`config.mk`:
```
export PLATFORM = sky130hd
export DESIGN_NAME = win_scan_ctrl
export DESIGN_NICKNAME = d
export VERILOG_FILES = /design/src/rtl/gomoku_pkg.sv /design/src/rtl/win_scan_ctrl.sv
export SDC_FILE = /design/constraint.sdc
export NUM_CORES = 1
export LEC_CHECK = 0
export ABC_AREA = 1
export BUFFER_PORTS_ARGS = -buffer_cell sky130_fd_sc_hd__buf_2
export CAP_MARGIN = 20
export CORE_UTILIZATION = 55
export CTS_BUF_LIST = sky130_fd_sc_hd__clkbuf_16
export DETAILED_ROUTE_END_ITERATION = 6
export PLACE_DENSITY = 0.76
export RECOVER_POWER = 25
export SLEW_MARGIN = 10
export SYNTH_ARGS = -nofsm -noshare
export SYNTH_HDL_FRONTEND = slang
export SYNTH_SLANG_ARGS = --single-unit
```
`constraint.sdc`:
```
create_clock -name clk -period 3.2 [get_ports clk]
set_input_delay 0.64 -clock clk [delete_from_list [all_inputs] [get_ports clk]]
set_output_delay 0.64 -clock clk [all_outputs]
set_load 0.01 [all_outputs]
```
`src/rtl/gomoku_pkg.sv`:
```
`timescale 1ns/1ps
// gomoku_pkg: board constants, cell/direction encodings and win-scan FSM state.
package gomoku_pkg;

    localparam int unsigned GRID_SIZE = 15;
    localparam int unsigned WIN_LEN   = 5;
    localparam int unsigned CW        = 4;

    typedef enum logic [1:0] {EMPTY = 2'd0, P1 = 2'd1, P2 = 2'd2} cell_e;

    typedef enum logic [1:0] {DIR_H = 2'd0, DIR_V = 2'd1, DIR_DR = 2'd2, DIR_UR = 2'd3} dir_e;

    typedef enum logic [2:0] {StIdle, StSetup, StRead, StCmp, StFin} scan_state_e;

    typedef struct packed {
        logic signed [1:0] dx;
        logic signed [1:0] dy;
    } step_t;

    // y grows downward, so the up-right diagonal steps toward smaller y.
    function automatic step_t dir_step(dir_e dir, logic neg);
        step_t s;
        unique case (dir)
            DIR_H:  begin s.dx = 2'sd1; s.dy = 2'sd0;  end
            DIR_V:  begin s.dx = 2'sd0; s.dy = 2'sd1;  end
            DIR_DR: begin s.dx = 2'sd1; s.dy = 2'sd1;  end
            DIR_UR: begin s.dx = 2'sd1; s.dy = -2'sd1; end
        endcase
        if (neg) begin
            s.dx = -s.dx;
            s.dy = -s.dy;
        end
        return s;
    endfunction

endpackage

```
`src/rtl/win_scan_ctrl.sv`:
```
`timescale 1ns/1ps
// win_scan_ctrl: walks the four lines through a newly placed stone over a shared,
// granted board read port and reports whether it completes a winning run.
module win_scan_ctrl #(
    parameter int unsigned GRID_SIZE = gomoku_pkg::GRID_SIZE,
    parameter int unsigned WIN_LEN   = gomoku_pkg::WIN_LEN,
    parameter int unsigned CW        = gomoku_pkg::CW
) (
    input  logic          clk,
    input  logic          rst,
    input  logic          start_i,
    input  logic [CW-1:0] start_x_i,
    input  logic [CW-1:0] start_y_i,
    input  logic [1:0]    start_color_i,
    output logic          busy_o,
    output logic          done_o,
    output logic          win_o,
    output logic [1:0]    win_color_o,
    output logic [1:0]    win_dir_o,
    output logic          rd_en_o,
    output logic [CW-1:0] rd_x_o,
    output logic [CW-1:0] rd_y_o,
    input  logic          rd_gnt_i,
    input  logic [1:0]    rd_data_i
);
    import gomoku_pkg::*;

    localparam int unsigned CntW = $clog2(WIN_LEN + 1);

    // Probe coordinates carry one extra bit so -1 and GRID_SIZE are both visible.
    function automatic logic [CW:0] sext(logic signed [1:0] d);
        return {{(CW - 1){d[1]}}, d};
    endfunction

    function automatic logic in_grid(logic [CW:0] p);
        return !p[CW] && ({1'b0, p[CW-1:0]} < (CW + 1)'(GRID_SIZE));
    endfunction

    scan_state_e     state_q, state_d;
    logic [CW-1:0]   org_x_q, org_x_d, org_y_q, org_y_d;
    logic [CW-1:0]   probe_x_q, probe_x_d, probe_y_q, probe_y_d;
    logic [1:0]      color_q, color_d;
    dir_e            dir_q, dir_d;
    logic            side_q, side_d;
    logic [CntW-1:0] count_q, count_d, steps_q, steps_d;
    logic            win_q, win_d;
    logic [1:0]      win_color_q, win_color_d, win_dir_q, win_dir_d;

    step_t       step;
    logic [CW:0] setup_x, setup_y, next_x, next_y;
    logic        advance, start_ok;

    always_comb begin
        state_d     = state_q;
        org_x_d     = org_x_q;
        org_y_d     = org_y_q;
        probe_x_d   = probe_x_q;
        probe_y_d   = probe_y_q;
        color_d     = color_q;
        dir_d       = dir_q;
        side_d      = side_q;
        count_d     = count_q;
        steps_d     = steps_q;
        win_d       = win_q;
        win_color_d = win_color_q;
        win_dir_d   = win_dir_q;
        advance     = 1'b0;

        step     = dir_step(dir_q, side_q);
        setup_x  = {1'b0, org_x_q} + sext(step.dx);
        setup_y  = {1'b0, org_y_q} + sext(step.dy);
        next_x   = {1'b0, probe_x_q} + sext(step.dx);
        next_y   = {1'b0, probe_y_q} + sext(step.dy);
        start_ok = ((start_color_i == P1) || (start_color_i == P2)) &&
                   in_grid({1'b0, start_x_i}) && in_grid({1'b0, start_y_i});

        unique case (state_q)
            StIdle: begin
                if (start_i) begin
                    org_x_d     = start_x_i;
                    org_y_d     = start_y_i;
                    color_d     = start_color_i;
                    dir_d       = DIR_H;
                    side_d      = 1'b0;
                    count_d     = CntW'(1);
                    steps_d     = '0;
                    win_d       = 1'b0;
                    win_color_d = 2'd0;
                    win_dir_d   = 2'd0;
                    state_d     = start_ok ? StSetup : StFin;
                end
            end
            StSetup: begin
                steps_d = '0;
                if (in_grid(setup_x) && in_grid(setup_y)) begin
                    probe_x_d = setup_x[CW-1:0];
                    probe_y_d = setup_y[CW-1:0];
                    state_d   = StRead;
                end else begin
                    advance = 1'b1;
                end
            end
            StRead: begin
                if (rd_gnt_i) state_d = StCmp;
            end
            StCmp: begin
                if (rd_data_i == color_q) begin
                    count_d = count_q + CntW'(1);
                    steps_d = steps_q + CntW'(1);
                    if (count_d == CntW'(WIN_LEN)) begin
                        win_d       = 1'b1;
                        win_color_d = color_q;
                        win_dir_d   = dir_q;
                        state_d     = StFin;
                    end else if (in_grid(next_x) && in_grid(next_y) &&
                                 (steps_d < CntW'(WIN_LEN - 1))) begin
                        probe_x_d = next_x[CW-1:0];
                        probe_y_d = next_y[CW-1:0];
                        state_d   = StRead;
                    end else begin
                        advance = 1'b1;
                    end
                end else begin
                    advance = 1'b1;
                end
            end
            StFin:   state_d = StIdle;
            default: state_d = StIdle;
        endcase

        // The minus side keeps the plus side's count; a new direction restarts at 1.
        if (advance) begin
            if (!side_q) begin
                side_d  = 1'b1;
                state_d = StSetup;
            end else if (dir_q == DIR_UR) begin
                state_d = StFin;
            end else begin
                dir_d   = dir_e'(dir_q + 2'd1);
                side_d  = 1'b0;
                count_d = CntW'(1);
                state_d = StSetup;
            end
        end
    end

    always_ff @(posedge clk) begin
        if (rst) begin
            state_q     <= StIdle;
            org_x_q     <= '0;
            org_y_q     <= '0;
            probe_x_q   <= '0;
            probe_y_q   <= '0;
            color_q     <= 2'd0;
            dir_q       <= DIR_H;
            side_q      <= 1'b0;
            count_q     <= '0;
            steps_q     <= '0;
            win_q       <= 1'b0;
            win_color_q <= 2'd0;
            win_dir_q   <= 2'd0;
        end else begin
            state_q     <= state_d;
            org_x_q     <= org_x_d;
            org_y_q     <= org_y_d;
            probe_x_q   <= probe_x_d;
            probe_y_q   <= probe_y_d;
            color_q     <= color_d;
            dir_q       <= dir_d;
            side_q      <= side_d;
            count_q     <= count_d;
            steps_q     <= steps_d;
            win_q       <= win_d;
            win_color_q <= win_color_d;
            win_dir_q   <= win_dir_d;
        end
    end

    assign busy_o      = (state_q != StIdle);
    assign done_o      = (state_q == StFin);
    assign rd_en_o     = (state_q == StRead);
    assign rd_x_o      = probe_x_q;
    assign rd_y_o      = probe_y_q;
    assign win_o       = win_q;
    assign win_color_o = win_color_q;
    assign win_dir_o   = win_dir_q;

endmodule

```
==> metrics.md, run 1 <==
| Metric | Value |
|---|---|
| Count leader, synth | `nand2_1` |
| Status | `finished clean` |
| Ys flop type | `dfxtp_1` |
| Worst Max-Slew Pin Slew | `699.7 ps` |
| Htree depth | `2` |
| Cell Pwr Density | `491.2 nW/um2` |
| Nets | `454` |
| Hold WC Path Type | `reg -> reg` |
| Pre-antenna DRT Iters | `7` |
| Core ar. | `4354 um2` |
| Final setup violation count | `0` |
| CTS Sinks | `35` |
| Worst Hold Margin | `463.8 ps` |
| CP max FO | `6` |
| Max cap viols | `0` |
| Slowest stage delay, CP | `about 420 ps` |
| Ports | `32` |
| Die Height | `around 69 um` |
| Area contributors post-synth | `dfxtp_1 (28%), nand2_1 (16%), ha_1 (10%)` |
| Slowest cell on crit path | `dfxtp_1` |
| Gr ovfl total | `0` |
| Crit Path Class | `reg -> reg` |
| Final HPWL DP | `4.492 mm` |
| Crit share post-route | `0.9087` |
| Area growth syn-to-layout | `13.98%` |
| Post-DP Area | `approximately 2700 um2` |
| Clk buf depth | `2` |
| Post-synth top area cell | `dfxtp_1` |
| Slew Limit Fails | `0` |
| Arr. time, crit path | `about 3100 ps` |
| Final min period | `~2900 ps` |
| Via count | `roughly 2,500` |
| RePlAce Congestion | `0.8676` |
| Worst setup EP type | `flip-flop` |
| TritonCTS clock tree | `yes` |
| WL/cell | `~13 um` |
| Die width | `around 69 um` |
| Maximum vdd ir drop | `0.0003370 V` |
| Clock Latency Late Sink | `about 280 ps` |
| WP depth | `16` |
| Yosys top cell area share | `0.2817` |
| Num CTS Buffers | `5` |
| Initial antenna violation count | `0` |
| CP Buf/Inv Count | `2` |
| Layout cell share with drive strength beyond 1 | `0.1079` |
| Starting density of the core | `0.5713` |
| Final WL | `between 5 and 6 mm` |
| CP startpoint kind | `flip-flop` |
| Remaining routing DRC violations | `0` |
| Post-synth EDFFs | `0` |
| GRT Util Overall | `0.2672` |
| Top delay family on crit path | `simple AND/OR/NAND/NOR gates` |
| Slew margin rel. | `0.5318` |
| Crit-path cells | `inv_1 > ha_1 > nand2_1 > o21ai_4 > buf_12 > fa_1 > xor2_1 > nand3_1 > nor2_1 > nor2_1 > nand2_1 > nand2_1 > nand3_2 > nand2_1 > nand2_1 > nor2_1` |
| Commonest cells post-synth | `nand2_1 (103), inv_1 (45), nor2_1 (45)` |
| Final hold vios | `0` |
| Number of global-route vias before repair | `2,309` |
| # diodes | `0` |
| Worst setup margin | `292.2 ps` |
| Distinct cells, synth | `29` |
| Mapped Nets | `around 420` |
| Largest net degree at the start of global routing | `22` |
| Clock Skews | `4.138 ps` |
| Initial drt markers | `152` |
| Buffers on Ports | `31` |
| CTS clk-pin slew, worst paths | `approximately 60 ps` |
| Yosys reg bits | `35` |
| Fmax | `343.9 MHz` |
| DP Worst Slack | `294.3 ps` |
| Cell mode on critical path | `nand2_1` |
| Post-route ant nets | `0` |
| Cell depth of the worst min-delay path | `2` |
| Cell area after synthesis | `2487 um2` |
| Row count | `24` |
| R2r worst-path depth | `16` |
| First-pass GRT wire length | `slightly above 10 mm` |
| Avg Inst Size Synth | `roughly 6.5 um2` |
| FFs w/ async S/R, synth | `0` |
| Sequential element share of the synthesized area | `0.2817` |
| FILL cells | `between 400 and 500` |
| Post-route cell area | `roughly 2800 um2` |
| CP required | `approximately 3400 ps` |
| Clk root buf | `clkbuf_16` |
| Cell count after synthesis | `383` |
| Post-DR vias/cell | `5.386` |
| Leakage | `1.419 nW` |
| Die ar. | `4796 um2` |
| Warnings from Yosys | `0` |
-- worst register-to-register path: cells and delay by family (launching register included) --
kind,cells,cell delay [ps]
and+or+nand+nor,10,1120
AOI/OAI and AO/OA,1,120
buffers and inverters,2,250
DFF,1,420
adders and majority gates,2,740
xor gates and xnor gates,1,190
-- cells in the final DEF, fill, tap and decap left out --
master     count
a21oi_1       29
a22oi_1        2
buf_12         1
buf_2         19
buf_4          3
clkbuf_1      12
clkbuf_16      5
clkinv_1       1
clkinv_4       1
dfxtp_1       35
fa_1           2
ha_1          20
inv_1         46
inv_2          3
inv_4          1
mux2_2         1
nand2_1      103
nand2_2        6
nand3_1       26
nand3_2        1
nand3_4        1
nand3b_1       2
nand4_1       11
nor2_1        45
nor2_4         1
nor3_1         5
nor3_2         1
o2111ai_1      1
o21ai_0       23
o21ai_4        1
o22ai_1        1
xnor2_1        5
xor2_1         3
-- per-layer routing --
metal / global-route usage / wire, um
met5: 0 / 0
met3: 0.04797 / 231
met2: 0.4337 / 2841
met4: 0.09524 / 111
met1: 0.3556 / 2799
-- cell type report --
| cell class | instances | area [um2] | area share |
|---|---|---|---|
| clock inverters | 3 | 16.27 | 0.005737 |
| flip-flops and latches | 35 | 700.7 | 0.2471 |
| well taps | 52 | 65.06 | 0.02295 |
| clock buffers | 5 | 125.1 | 0.04413 |
| repair buffers | 35 | 182.7 | 0.06443 |
| inverters | 49 | 186.4 | 0.06575 |
| multi-input cells | 290 | 1559 | 0.5499 |
-- path summary, 6_finish.rpt --
| path | start | end | slack, ps |
|---|---|---|---|
| setup / recovery | dir_q[0] | side_q | 290 |
| hold reg to reg | win_dir_o[0] | win_dir_o[0] | 460 |
| setup reg to reg | dir_q[0] | side_q | 290 |
| hold / removal | win_dir_o[0] | win_dir_o[0] | 460 |
-- through the flow --
stage / std cells / util / TNS, ps / total power [W]
finish: 469 / 0.6511 / 0 / 0.001393
global route: 469 / 0.6511 / -55.49 / 0.001478
CTS: 467 / 0.6466 / 0 / 0.001396
detailed placement: 459 / 0.6141 / 0 / 0.0009250
global placement: 459 / 0.6141 / 0 / 0.0009198
floorplan: 383 / - / 0 / 0.0008099
-- where the power goes --
| group | leakage (nW) | internal, W | switching, W |
|---|---|---|---|
| Sequential | 0.285 | 0.000482 | 0.0000410 |
| Clock | 0.0726 | 0.000284 | 0.000185 |
| Combinational | 1.06 | 0.000138 | 0.000262 |
| Total | 1.42 | 0.000905 | 0.000488 |
-- flip-flops by register name (all words and copies together) (netlist names) --
| register | flops |
|---|---|
| count_q | 3 |
| state_q | 3 |
| steps_q | 3 |
| org_x_q | 4 |
| side_q | 1 |
| rd_y_o | 4 |
| color_q | 2 |
| win_dir_o | 2 |
| win_o | 1 |
| win_color_o | 2 |
| dir_q | 2 |
| org_y_q | 4 |
| rd_x_o | 4 |
-- logic make-up after synthesis --
| kind of cell | count (synthesis) | synth area share |
|---|---|---|
| and+or+nand+nor | 202 | 0.3541 |
| buffers and inverters | 58 | 0.09457 |
| AOI/OAI and AO/OA | 57 | 0.1202 |
| DFF | 35 | 0.2817 |
| adders and majority gates | 22 | 0.1167 |
| xor gates and xnor gates | 8 | 0.02817 |
| muxes | 1 | 0.004527 |
-- what timing repair did --
item                                    CTS  global route
setup buffers                             0             2
hold buffers                              0             0
endpoints found under the setup margin    0            17
gates resized for setup                   0             1
(Power assumes the default switching activity.)
==> run 2, diff against run 1 <==
Settings changed: CORE_ASPECT_RATIO set to 0.9.
==> run 2 against run 1 <==
- hold slack better by 3.3 ps
- clock power up 17%
- clock skew about the same
- power up 5.5%
- first-iteration DRC count up 9.9%
- combinational power about the same
- critical path type unchanged
- sequential power about the same
- final cell count up 1.5%
- via count up 1.0%
- highest routed layer unchanged
- utilization up 2.8 points
- setup slack worse by 92 ps
==> metrics.md, run 2 (synthesis gave the netlist of run 1 again) <==
| Metric | Value |
|---|---|
| Cell Pwr Density | `513.6 nW/um2 (was 491.2 nW/um2)` |
| Dpl cells | `467 (was 459)` |
| Internal power | `0.0009806 W (was 0.0009046 W)` |
| CTS Sinks | `35 (unchanged)` |
| Hold WC Path Type | `reg -> reg (unchanged)` |
| Final HPWL DP | `4.537 mm (was 4.492 mm)` |
| HP Start | `steps_q[1] (was win_dir_o[0])` |
| R2r worst-path depth | `18 (was 16)` |
| Post-route ant nets | `0 (unchanged)` |
| Most common cell after layout, fill and taps aside | `nand2_1 (unchanged)` |
| Die ar. | `4796 um2 (about the same)` |
| FILL cells | `413 (was 406)` |
| Initial drt markers | `167 (was 152)` |
| Sw Ratio | `0.3328 (was 0.3505)` |
| Core ar. | `4212 um2 (was 4354 um2)` |
| Final min period | `3000 ps (was 2908 ps)` |
| Hold Path End | `steps_q[1] (was win_dir_o[0])` |
| Crit Path Class | `reg -> reg (unchanged)` |
| Flop-to-flop setup slack | `200 ps (was 290 ps)` |
| Buffers on Ports | `31 (unchanged)` |
| Status | `finished clean (unchanged)` |
| Worst setup margin | `199.7 ps (was 292.2 ps)` |
| Reg2reg end | `side_q (unchanged)` |
| Clk buf depth | `2 (unchanged)` |
| First-pass GRT wire length | `10.47 mm (was 10.37 mm)` |
| Maximum vdd ir drop | `0.0002781 V (was 0.0003370 V)` |
| GRT Util Overall | `0.2882 (was 0.2672)` |
| Clk pwr share | `0.373 (was 0.337)` |
| Ports | `32 (unchanged)` |
| Arr. time, crit path | `3220 ps (was 3130 ps)` |
| Number of global-route vias before repair | `2,286 (was 2,309)` |
| CTS clk-pin slew, worst paths | `60 ps (about the same)` |
| DP Worst Slack | `261.5 ps (was 294.3 ps)` |
| Power, Total | `0.001470 W (was 0.001393 W)` |
| Worst Hold Margin | `467.2 ps (was 463.8 ps)` |
| Worst setup EP type | `flip-flop (unchanged)` |
| Slew margin rel. | `0.5349 (was 0.5318)` |
| Die width | `72.89 um (was 69.25 um)` |
| Nets | `453 (was 454)` |
| Worst Max-Slew Pin Slew | `690.3 ps (was 699.7 ps)` |
| Cell depth of the worst min-delay path | `2 (unchanged)` |
| Worst r2r src | `dir_q[1] (was dir_q[0])` |
| RePlAce Congestion | `0.8872 (was 0.8676)` |
| Final WL | `6.332 mm (was 5.983 mm)` |
| Post-DR vias/cell | `5.361 (was 5.386)` |
| Num CTS Buffers | `5 (unchanged)` |
| # diodes | `0 (unchanged)` |
| Post-route insts no fill | `476 (was 469)` |
| Net switching power | `0.0004890 W (was 0.0004882 W)` |
| Die Height | `65.80 um (was 69.25 um)` |
| Cts hold-fix bufs | `0 (unchanged)` |
| Largest net degree at the start of global routing | `22 (unchanged)` |
| Slew Limit Fails | `0 (unchanged)` |
| Pre-antenna DRT Iters | `4 (was 7)` |
| Remaining routing DRC violations | `0 (unchanged)` |
| Starting density of the core | `0.5906 (was 0.5713)` |
| Crit share post-route | `0.9376 (was 0.9087)` |
| Clock Skews | `4.437 ps (was 4.138 ps)` |
| Clk root buf | `clkbuf_16 (unchanged)` |
| Seq pwr share | `0.356 (was 0.376)` |
| Final setup violation count | `0 (unchanged)` |
| CP startpoint kind | `flip-flop (unchanged)` |
| Combinational Power Share | `0.271 (was 0.287)` |
| CP max FO | `11 (was 6)` |
| Area growth syn-to-layout | `15.04% (was 13.98%)` |
| Row count | `22 (was 24)` |
| Htree depth | `2 (unchanged)` |
| Clock Latency Late Sink | `280 ps (about the same)` |
| Via count | `2,552 (was 2,526)` |
| Fmax | `333.3 MHz (was 343.9 MHz)` |
| Most frequent cells in the layout | `nand2_1 (103), inv_1 (45), nor2_1 (44), dfxtp_1 (34), a21oi_1 (28) (was nand2_1 (103), inv_1 (46), nor2_1 (45), dfxtp_1 (35), a21oi_1 (29))` |
| WL/cell | `13.30 um (was 12.76 um)` |
| Layout cell share with drive strength beyond 1 | `0.1154 (was 0.1079)` |
| TritonCTS clock tree | `yes (unchanged)` |
| Max cap viols | `0 (unchanged)` |
| TNS Setup | `0 ps (unchanged)` |
| CP required | `3420 ps (about the same)` |
| Final hold vios | `0 (unchanged)` |
| Leakage | `1.435 nW (was 1.419 nW)` |
| Initial antenna violation count | `0 (unchanged)` |
| Gr ovfl total | `0 (unchanged)` |
[run 2: what timing repair did]
action                     4_1_cts  5_1_grt
setup buffers                    0        0
setup endpoints to repair        0       15
resized for setup                0        5
[run 2: worst max path at each step]
| stage | startpoint | to | slack, ps | cells after the start |
|---|---|---|---|---|
| final | dir_q[1] | side_q | 200 | 18 |
| after floorplan | dir_q[0] | rd_x_o[1] | 680 | 16 |
| after CTS | dir_q[0] | side_q | 150 | 18 |
| after global placement | dir_q[0] | side_q | 430 | 15 |
| after detailed placement | dir_q[0] | side_q | 260 | 17 |
| after global routing | dir_q[1] | side_q | -30 | 18 |
[run 2: metal layers]
metal / vias up / track usage / part of all wire
li1: 1300 / - / -
met1: 1155 / 0.3975 / 0.48
met2: 85 / 0.4463 / 0.44
met3: 12 / 0.05030 / 0.057
met4: 0 / 0.1127 / 0.020
met5: - / 0 / 0
[run 2: per-stage QoR]
step                  util  area [um2]
finish              0.6794        2861
global placement    0.6373        2684
floorplan                -        2487
detailed placement  0.6373        2684
CTS                 0.6762        2848
global route        0.6794        2861
[run 2: final cells by class]
class,instances,area [um2],area share
Multi-Input combinational cell,291,1579,0.5518
Sequential cell,35,701.9,0.2453
Inverter,49,186.4,0.06515
Timing Repair Buffer,33,155.1,0.05422
Clock buffer,5,125.1,0.04373
Tap cell,60,75.07,0.02624
Clock inverter,3,38.79,0.01355
[run 2: worst max-delay path, stage by stage (launching register included)]
cell,delay (ps)
dfxtp_1,410
inv_1,110
ha_1,320
nand2_1,170
o21ai_2,150
fa_1,460
nand3_1,110
nand2_1,70
nand2_1,100
nand2_1,80
inv_1,50
o21ai_0,70
nor2_1,90
nand2_1,110
nand2_4,150
nand3_2,150
nand2_1,120
nand2_1,90
nor2_1,130
[run 2: power by group through the flow]
stage / Sequential, W / Clock (W) / Combinational (W)
floorplan: 0.000526 / 0 / 0.000284
global placement: 0.000529 / 0 / 0.000384
detailed placement: 0.000530 / 0 / 0.000390
CTS: 0.000521 / 0.000553 / 0.000395
global route: 0.000529 / 0.000575 / 0.000453
finish: 0.000523 / 0.000549 / 0.000398
